### src/rtl/boxhead_pkg.sv
// +--------------------------------------------------------------------+
// | boxhead_pkg : shared types, game constants and per-axis step helper |
// | Rev 1.0                                                            |
// +--------------------------------------------------------------------+
`default_nettype none

package boxhead_pkg;

  typedef logic [8:0] coord_t;

  typedef enum logic [1:0] {
    ST_ALIVE = 2'd0,
    ST_DEAD  = 2'd1,
    ST_SPAWN = 2'd2
  } enemy_state_t;

  localparam int     ENEMY_NUM    = 4;
  localparam int     RESPAWN_TIME = 80;
  localparam coord_t X_MAX_DEF    = 9'd454;
  localparam coord_t Y_MAX_DEF    = 9'd454;

  // Widened signed arithmetic keeps the step from wrapping past 0 or 511.
  function automatic coord_t step_axis(coord_t pos, coord_t tgt, coord_t step, coord_t lim);
    logic signed [9:0]  d;
    logic signed [9:0]  mag;
    logic signed [10:0] r;
    d   = $signed({1'b0, tgt}) - $signed({1'b0, pos});
    mag = d[9] ? -d : d;
    if (mag <= $signed({1'b0, step}))
      r = $signed({2'b00, tgt});
    else if (d[9])
      r = $signed({2'b00, pos}) - $signed({2'b00, step});
    else
      r = $signed({2'b00, pos}) + $signed({2'b00, step});
    if (r[10])
      r = '0;
    else if (r > $signed({2'b00, lim}))
      r = $signed({2'b00, lim});
    return r[8:0];
  endfunction

endpackage

`default_nettype wire

### src/rtl/enemy_controller_frame_tick.sv
// +--------------------------------------------------------------------+
// | frame_tick : frame_clk edge detector and move-tick divider          |
// | Rev 1.0                                                            |
// +--------------------------------------------------------------------+
`default_nettype none

module frame_tick #(
  parameter int MOVE_DIV = 2
) (
  input  logic clk,
  input  logic rst,
  input  logic i_frame_clk,
  output logic o_tick,
  output logic o_move
);

  localparam int               c_cnt_w = (MOVE_DIV > 1) ? $clog2(MOVE_DIV) : 1;
  localparam logic [c_cnt_w-1:0] c_last = c_cnt_w'(MOVE_DIV - 1);

  logic               r_fc;
  logic               r_fc_d;
  logic               r_tick;
  logic [c_cnt_w-1:0] r_div;
  logic               w_wrap;

  assign w_wrap = (r_div == c_last);

  always_ff @(posedge clk) begin
    if (rst) begin
      r_fc   <= 1'b0;
      r_fc_d <= 1'b0;
      r_tick <= 1'b0;
      r_div  <= '0;
    end else begin
      r_fc   <= i_frame_clk;
      r_fc_d <= r_fc;
      r_tick <= r_fc & ~r_fc_d;
      if (r_tick)
        r_div <= w_wrap ? '0 : r_div + 1'b1;
    end
  end

  assign o_tick = r_tick;
  assign o_move = r_tick & w_wrap;

endmodule

`default_nettype wire

### src/rtl/enemy_controller.sv
// +--------------------------------------------------------------------+
// | enemy_controller : per-enemy chase movement and corner respawn      |
// | Rev 1.0                                                            |
// +--------------------------------------------------------------------+
`default_nettype none

module enemy_controller
  import boxhead_pkg::*;
#(
  parameter int     RESPAWN_FRAMES = RESPAWN_TIME,
  parameter coord_t STEP           = 9'd1,
  parameter int     MOVE_DIV       = 2,
  parameter coord_t X_MAX          = X_MAX_DEF,
  parameter coord_t Y_MAX          = Y_MAX_DEF
) (
  input  logic       Clk,
  input  logic       Reset,
  input  logic       frame_clk,
  input  logic [8:0] Player_X,
  input  logic [8:0] Player_Y,
  input  logic       Enemy_Alive,
  output logic [8:0] Enemy_X,
  output logic [8:0] Enemy_Y,
  output logic       Enemy_Visible,
  output logic       Respawn
);

  localparam int               c_frm_w = (RESPAWN_FRAMES > 1) ? $clog2(RESPAWN_FRAMES) : 1;
  localparam logic [c_frm_w-1:0] c_frm_last = c_frm_w'(RESPAWN_FRAMES - 1);

  enemy_state_t       r_state;
  enemy_state_t       w_next;
  coord_t             r_x;
  coord_t             r_y;
  logic [1:0]         r_corner;
  logic [c_frm_w-1:0] r_frames;
  logic               w_tick;
  logic               w_move;
  logic               w_last_frame;

  frame_tick #(
    .MOVE_DIV (MOVE_DIV)
  ) u_frame_tick (
    .clk         (Clk),
    .rst         (Reset),
    .i_frame_clk (frame_clk),
    .o_tick      (w_tick),
    .o_move      (w_move)
  );

  assign w_last_frame = (r_frames == c_frm_last);

  always_ff @(posedge Clk) begin
    if (Reset)
      r_state <= ST_ALIVE;
    else
      r_state <= w_next;
  end

  always_comb begin
    w_next = r_state;
    case (r_state)
      ST_ALIVE: if (!Enemy_Alive)            w_next = ST_DEAD;
      ST_DEAD:  if (w_tick && w_last_frame)  w_next = ST_SPAWN;
      ST_SPAWN: if (Enemy_Alive)             w_next = ST_ALIVE;
      default:                               w_next = ST_ALIVE;
    endcase
  end

  always_comb begin
    Enemy_Visible = 1'b0;
    Respawn       = 1'b0;
    case (r_state)
      ST_ALIVE: Enemy_Visible = 1'b1;
      ST_SPAWN: Respawn       = 1'b1;
      default:  ;
    endcase
  end

  // Death check outranks a coincident move, so the position freezes on death.
  always_ff @(posedge Clk) begin
    if (Reset) begin
      r_x      <= '0;
      r_y      <= '0;
      r_corner <= 2'd1;
      r_frames <= '0;
    end else begin
      case (r_state)
        ST_ALIVE: begin
          if (!Enemy_Alive)
            r_frames <= '0;
          else if (w_move) begin
            r_x <= step_axis(r_x, Player_X, STEP, X_MAX);
            r_y <= step_axis(r_y, Player_Y, STEP, Y_MAX);
          end
        end
        ST_DEAD: begin
          if (w_tick) begin
            if (w_last_frame) begin
              r_x      <= r_corner[0] ? X_MAX : 9'd0;
              r_y      <= r_corner[1] ? Y_MAX : 9'd0;
              r_corner <= r_corner + 1'b1;
            end else begin
              r_frames <= r_frames + 1'b1;
            end
          end
        end
        default: ;
      endcase
    end
  end

  assign Enemy_X = r_x;
  assign Enemy_Y = r_y;

endmodule

`default_nettype wire
### config.mk
export PLATFORM = sky130hd
export DESIGN_NAME = enemy_controller
export DESIGN_NICKNAME = d
export VERILOG_FILES = /design/src/rtl/boxhead_pkg.sv /design/src/rtl/enemy_controller_frame_tick.sv /design/src/rtl/enemy_controller.sv
export SDC_FILE = /design/constraint.sdc
export NUM_CORES = 1
export LEC_CHECK = 0
export CORE_MARGIN = 5
export CORE_UTILIZATION = 63
export DETAILED_ROUTE_END_ITERATION = 8
export PLACE_DENSITY = 0.87
export SYNTH_ARGS = -nofsm -noshare
export SYNTH_HDL_FRONTEND = slang
export SYNTH_HIERARCHICAL = 1
export SYNTH_SLANG_ARGS = --single-unit
### constraint.sdc
create_clock -name Clk -period 12.59 [get_ports Clk]
set_input_delay 3.777 -clock Clk [delete_from_list [all_inputs] [get_ports Clk]]
set_output_delay 3.777 -clock Clk [all_outputs]
set_load 0.005 [all_outputs]
== Yosys cells after proc, flatten, opt, wreduce, memory -nomap -nowiden ==
Cells that the tools add are included.

* Register bits: 33
* Word-level logic and storage cells: 86
* Bits of input ports: 22
* Output and inout bits: 20

* Add/sub/neg operators: 11
* Bitwise gates (word level): 3
* Mux-type cells: 41
* Order comparisons: 4
* Equality and inequality tests: 11
* Reductions and logical operators: 7

{| class="wikitable"
|+ Operators by type and width
! kind !! number
|-
| two-way mux 11 bit || 12
|-
| two-way mux 9 bit || 14
|-
| case mux 9 bit (2 select lines) || 2
|-
| > comparator 11 x 10 -> 1 bit (second input constant) || 2
|-
| two-way mux 7 bit || 3
|-
| adder 9 x 1 -> 10 bit (second input constant) || 2
|-
| <= comparator 10 x 2 -> 1 bit (second input constant) || 2
|-
| two-way mux 10 bit || 2
|-
| negation 10 bit || 2
|-
| subtractor 9 x 1 -> 10 bit (second input constant) || 2
|-
| subtractor 9 x 9 -> 10 bit || 2
|-
| case mux 7 bit (2 select lines) || 1
|-
| inequality test 2 bit (second input constant) || 6
|-
| adder 7 x 1 -> 7 bit (second input constant) || 1
|-
| equality test 7 bit (second input constant) || 1
|-
| two-way mux 2 bit || 3
|-
| case mux 2 bit (3 select lines) || 1
|-
| AND reduction 3 bit || 2
|-
| AND reduction 5 bit || 1
|-
| inequality test 2 x 1 -> 1 bit (second input constant) || 2
|-
| AND reduction 4 bit || 1
|-
| two-way mux 1 bit || 3
|-
| adder 2 x 1 -> 2 bit (second input constant) || 1
|-
| bitwise AND 1 bit || 2
|-
| 7 further kinds || 7
|}

== Longest topological paths before layout ==
* Depth after elaboration: 15
* Mapped depth: 17
* Gate-level depth less buffers: 14

== Modules after synthesis ==
The synthesis kept the hierarchy.

{| class="wikitable"
|+ Modules (own cells, without submodules)
! module !! area each (um2) !! seq. area each (um2) !! cells each !! instances
|-
| enemy_controller || 3779.9 || 580.6 || 507 || 1
|-
| frame_tick || 130.1 || 80.1 || 10 || 1
|}

== Least setup slack after synthesis ==
No wires, ideal clock.

* Path type: input to register
* Start: input port Player_X[0]
* End: register r_x[5] (netlist: Enemy_X[5])
* Arrival: 6.820 ns
* Library setup time: 0.120 ns
* Setup slack: 5.651 ns
* Required time: 12.470 ns
* Cell stages on the path: 13
* Path buffers: 0
* Cells stage by stage: inv_1 -> ha_1 -> fa_1 -> nand2b_1 -> a21oi_1 -> xor2_1 -> or4_4 -> or4_4 -> nor3_4 -> a31oi_4 -> mux2_4 -> and3_4 -> a211o_1

* Word-level cells in the longest chain between the ends: 15
* Elaborated cells on any way between the ends: 16
* Those cells by class: add/sub (2); order compare (2); mux (12)

{| class="wikitable"
|+ RTL lines
! element !! RTL line !! RTL
|-
| start: declaration || enemy_controller.sv:19 || <nowiki>input logic [8:0] Player_X,</nowiki>
|-
| subtractor 9 x 9 -> 10 bit || boxhead_pkg.sv:27 || <nowiki>d = $signed({1'b0, tgt}) - $signed({1'b0, pos});</nowiki>
|-
| negation 10 bit || boxhead_pkg.sv:28 || <nowiki>mag = d[9] ? -d : d;</nowiki>
|-
| two-way mux 10 bit || boxhead_pkg.sv:28 ||
|-
| <= comparator 10 x 2 -> 1 bit || boxhead_pkg.sv:29 || <nowiki>if (mag <= $signed({1'b0, step}))</nowiki>
|-
| two-way mux 11 bit * || boxhead_pkg.sv:29 ||
|-
| two-way mux 11 bit * || enemy_controller.sv:92 || <nowiki>else if (w_move) begin</nowiki>
|-
| two-way mux 11 bit * || enemy_controller.sv:90 || <nowiki>if (!Enemy_Alive)</nowiki>
|-
| two-way mux 11 bit * || enemy_controller.sv:88 || <nowiki>case (r_state)</nowiki>
|-
| two-way mux 11 bit * || enemy_controller.sv:82 || <nowiki>if (Reset) begin</nowiki>
|-
| > comparator 11 x 10 -> 1 bit || boxhead_pkg.sv:37 || <nowiki>else if (r > $signed({2'b00, lim}))</nowiki>
|-
| two-way mux 9 bit || boxhead_pkg.sv:37 ||
|-
| two-way mux 9 bit * || boxhead_pkg.sv:35 || <nowiki>if (r[10])</nowiki>
|-
| two-way mux 9 bit * || enemy_controller.sv:92 ||
|-
| two-way mux 9 bit * || enemy_controller.sv:90 ||
|-
| case mux 9 bit (2 select lines) * || enemy_controller.sv:88 ||
|-
| end signal: assignment || enemy_controller.sv:93 || <nowiki>r_x <= step_axis(r_x, Player_X, STEP, X_MAX);</nowiki>
|-
| end signal: assignment || enemy_controller.sv:100 || <nowiki>r_x <= r_corner[0] ? X_MAX : 9'd0;</nowiki>
|-
| end: declaration || enemy_controller.sv:33 || <nowiki>coord_t r_x;</nowiki>
|}

Mark *: on every way between the ends. The rest lies on a longest branch, timed or not. The select of a mux whose other input is x is not followed.
A chain may end at the register's enable or synchronous reset.

== Worst setup path after layout ==
* Start: input port Player_X[3]
* End: register r_x[5] (netlist: Enemy_X[5])

The elaborated chain is that of the path after synthesis.

==> summary.txt <==
Status
  – Status: finished clean

Detailed routing
  – Wire per inst: 17.3 um
  – Antenna-violating nets left: 0
  – Initial detailed-routing violation count: 268
  – Routed vias/inst: 6.60
  – Final wirelength: 10.7 mm
  – Via count: 4087
  – First-pass DRT Iterations: 5
  – DRC Markers: 0

Cells and area
  – Layout cells sized above 1: 0.0680
  – # diodes: 0
  – Area growth syn-to-layout: 12.6%
  – Non-Filler Instances: 619
  – Nets: 592
  – Commonest non-fill, non-tap cells in the layout: nand2_1 (44), clkdlybuf4s50_1 (41), nor2_1 (39)
  – Most common cell after layout, fill and taps aside: nand2_1

Synthesis
  – Mean post-synth cell area: 7.56 um2
  – Number of synthesized flops with an enable pin: 0
  – Area leader, netlist: dfxtp_1
  – Synth Register Bits: 33
  – Gate Count Post-Synth: 517
  – Leading post-synthesis cells by cell area: dfxtp_1 (17%), ha_1 (8.0%), xnor2_1 (4.7%)
  – Synth Warn #: 6
  – Synth Cell Area: 3910 um2
  – Synth top area share: 0.169
  – Post-synth ARST share: 0
  – Distinct cells, synth: 76
  – Post-synth top flop: dfxtp_1
  – Syn_nets: 566
  – Sequential share of the synthesized area: 0.169

CTS
  – Clk Latency, worst-skew pair: ~0.29 ns
  – Post-CTS Setup Inserts: 0
  – Clock sinks: 33
  – H-tree Lvls: 2
  – Clock buffer count from CTS: 5
  – Clock root cell: clkbuf_8
  – Clock Tree Buf Depth: 2
  – Post-CTS Hold Buffers: 0
  – CTS clk-pin slew, worst paths: around 0.060 ns
  – Post-cts repair resize count: 0
  – CTS tree: yes

Placed design
  – DP HPWL: ~8.3 mm
  – Gpl congestion: about 1.0
  – Placed insts: 611
  – Buffers on Ports: 41

Die
  – Num rows: 28
  – Die width: between 80 and 90 um
  – Initial Util: 0.653
  – IO Count: between 40 and 50
  – Area of the core: ~6000 um2
  – Die Y: between 80 and 90 um
  – Die Area: just under 8000 um2

Worst hold path
  – HP Class: reg2reg
  – Hold depth: 1
  – Worst hold path startpoint: u_frame_tick/r_fc_d

Critical path
  – Reg2Reg Depth: 13
  – Crit start category: primary input
  – CP max FO: 11
  – Critical Path RT: 12.76 ns
  – Worst Setup Path Type: in2reg
  – Worst R2R Start: Enemy_Y[2]
  – Worst path arrival time: 7.93 ns
  – Worst Setup SP: Player_X[3]
  – Critical path capture point type: flop

Power and ir drop
  – Max VDD drop: approximately 0.000057 V
  – Leakage power: 1.68 nW
  – Cell Pwr Density: around 63 nW/um2

GRT
  – Pin count of the biggest net entering global routing: 20
  – Initial antenna violation count: 0
  – First-pass GRT wire length: 17.4 mm
  – GRT Residual Overflow: 0
  – Vias in the first global route: ~3700
  – GRT Total Usage: 0.274

Timing
  – Worst-Margin Slew: 0.989 ns
  – Clock Skew: just under 0.009 ns
  – Final worst-path cycle share: 0.616
  – Hold Violations, Final: 0
  – Unrepaired setup endpoints after global routing: false
  – Setup tns final: 0 ns
  – Final Critical Period: between 7 and 8 ns
  – Final Max Tran Viols: 0
  – Slew HR: 0.338
  – Setup violators final: 0
  – Fmax: 0.129 GHz

Run
  – Max Cap Viol: 0
[cell usage after synthesis, types with 8 or more instances]
library cell / instances
nand4_1: 8
mux2i_1: 9
o22ai_1: 10
a21o_1: 8
dfxtp_1: 33
o21ai_0: 19
xor2_1: 14
nor3_1: 18
nor2_1: 39
nand3_1: 25
ha_1: 25
and2_1: 12
and3_1: 12
clkbuf_1: 16
xnor2_1: 21
a21oi_1: 29
inv_1: 28
nand2b_1: 13
nand2_1: 44
mux2_2: 8
[power by group]
part / internal [mW] / total [mW] / switching (mW)
logic: 0.0400 / 0.0914 / 0.0515
clock network: 0.0383 / 0.0774 / 0.0391
registers: 0.106 / 0.107 / 0.00174
[worst max-delay path, stage by stage]
cell	delay, ns
clkdlybuf4s50_1	0.47
ha_1	0.45
a21o_1	0.25
a221oi_2	0.22
o21ai_1	0.16
a31oi_1	0.78
mux4_2	0.61
o22ai_1	0.15
nor4_1	0.10
a211o_1	0.26
mux2_4	0.30
and4_1	0.16
a211o_1	0.25
[sequential cells by signal (all words and copies together) (netlist names)]
| signal | flops |
|---|---|
| Enemy_X | 9 |
| r_state | 2 |
| r_frames | 7 |
| u_frame_tick/r_fc_d | 1 |
| u_frame_tick/r_fc | 1 |
| u_frame_tick/o_tick | 1 |
| r_corner | 2 |
| u_frame_tick/r_div | 1 |
| Enemy_Y | 9 |
[logic make-up (layout without fill, tap and decap cells)]
logic type | after synthesis | after routing | share of synthesized area
compound gates | 139 | 139 | 0.264
mux | 20 | 20 | 0.0586
simple gates | 213 | 213 | 0.290
flops | 33 | 33 | 0.169
xor+xnor | 35 | 35 | 0.0784
buf+inv | 50 | 77 | 0.0506
fa+ha+maj | 27 | 27 | 0.0902
[metrics by stage]
step / power [mW] / setup WS, ns / instance area [um2] / utilization / hold slack [ns]
detailed placement: 0.199 / 4.60 / 4320 / 0.721 / 0.427
finish: 0.276 / 4.83 / 4400 / 0.735 / 0.433
floorplan: 0.176 / 5.65 / 3910 / - / 0.419
CTS: 0.275 / 4.89 / 4400 / 0.735 / 0.436
global route: 0.288 / 4.57 / 4400 / 0.735 / 0.440
global placement: 0.196 / 4.65 / 4320 / 0.721 / 0.423
[path summary, 6_finish.rpt]
path,to,slack [ns]
setup / recovery,Enemy_X[5],4.83
hold / removal,u_frame_tick/o_tick,0.43
setup reg to reg,Enemy_Y[7],8.15
hold reg to reg,u_frame_tick/o_tick,0.43
[per-layer routing]
metal / track usage / vias up / share of wire
li1: - / 1968 / -
met1: 0.361 / 1883 / 0.42
met2: 0.457 / 193 / 0.47
met3: 0.0335 / 43 / 0.076
met4: 0.0989 / 0 / 0.028
met5: 0 / - / 0
[area by class of cell]
type	instances	area, um2
fill	500	1590
clock inverter	2	10.0
timing repair buffer	41	410
multi-input combinational	434	3050
tap	75	93.8
clock buffer	6	72.6
inverter	28	105
sequential	33	661
(Power assumes the default switching activity.)
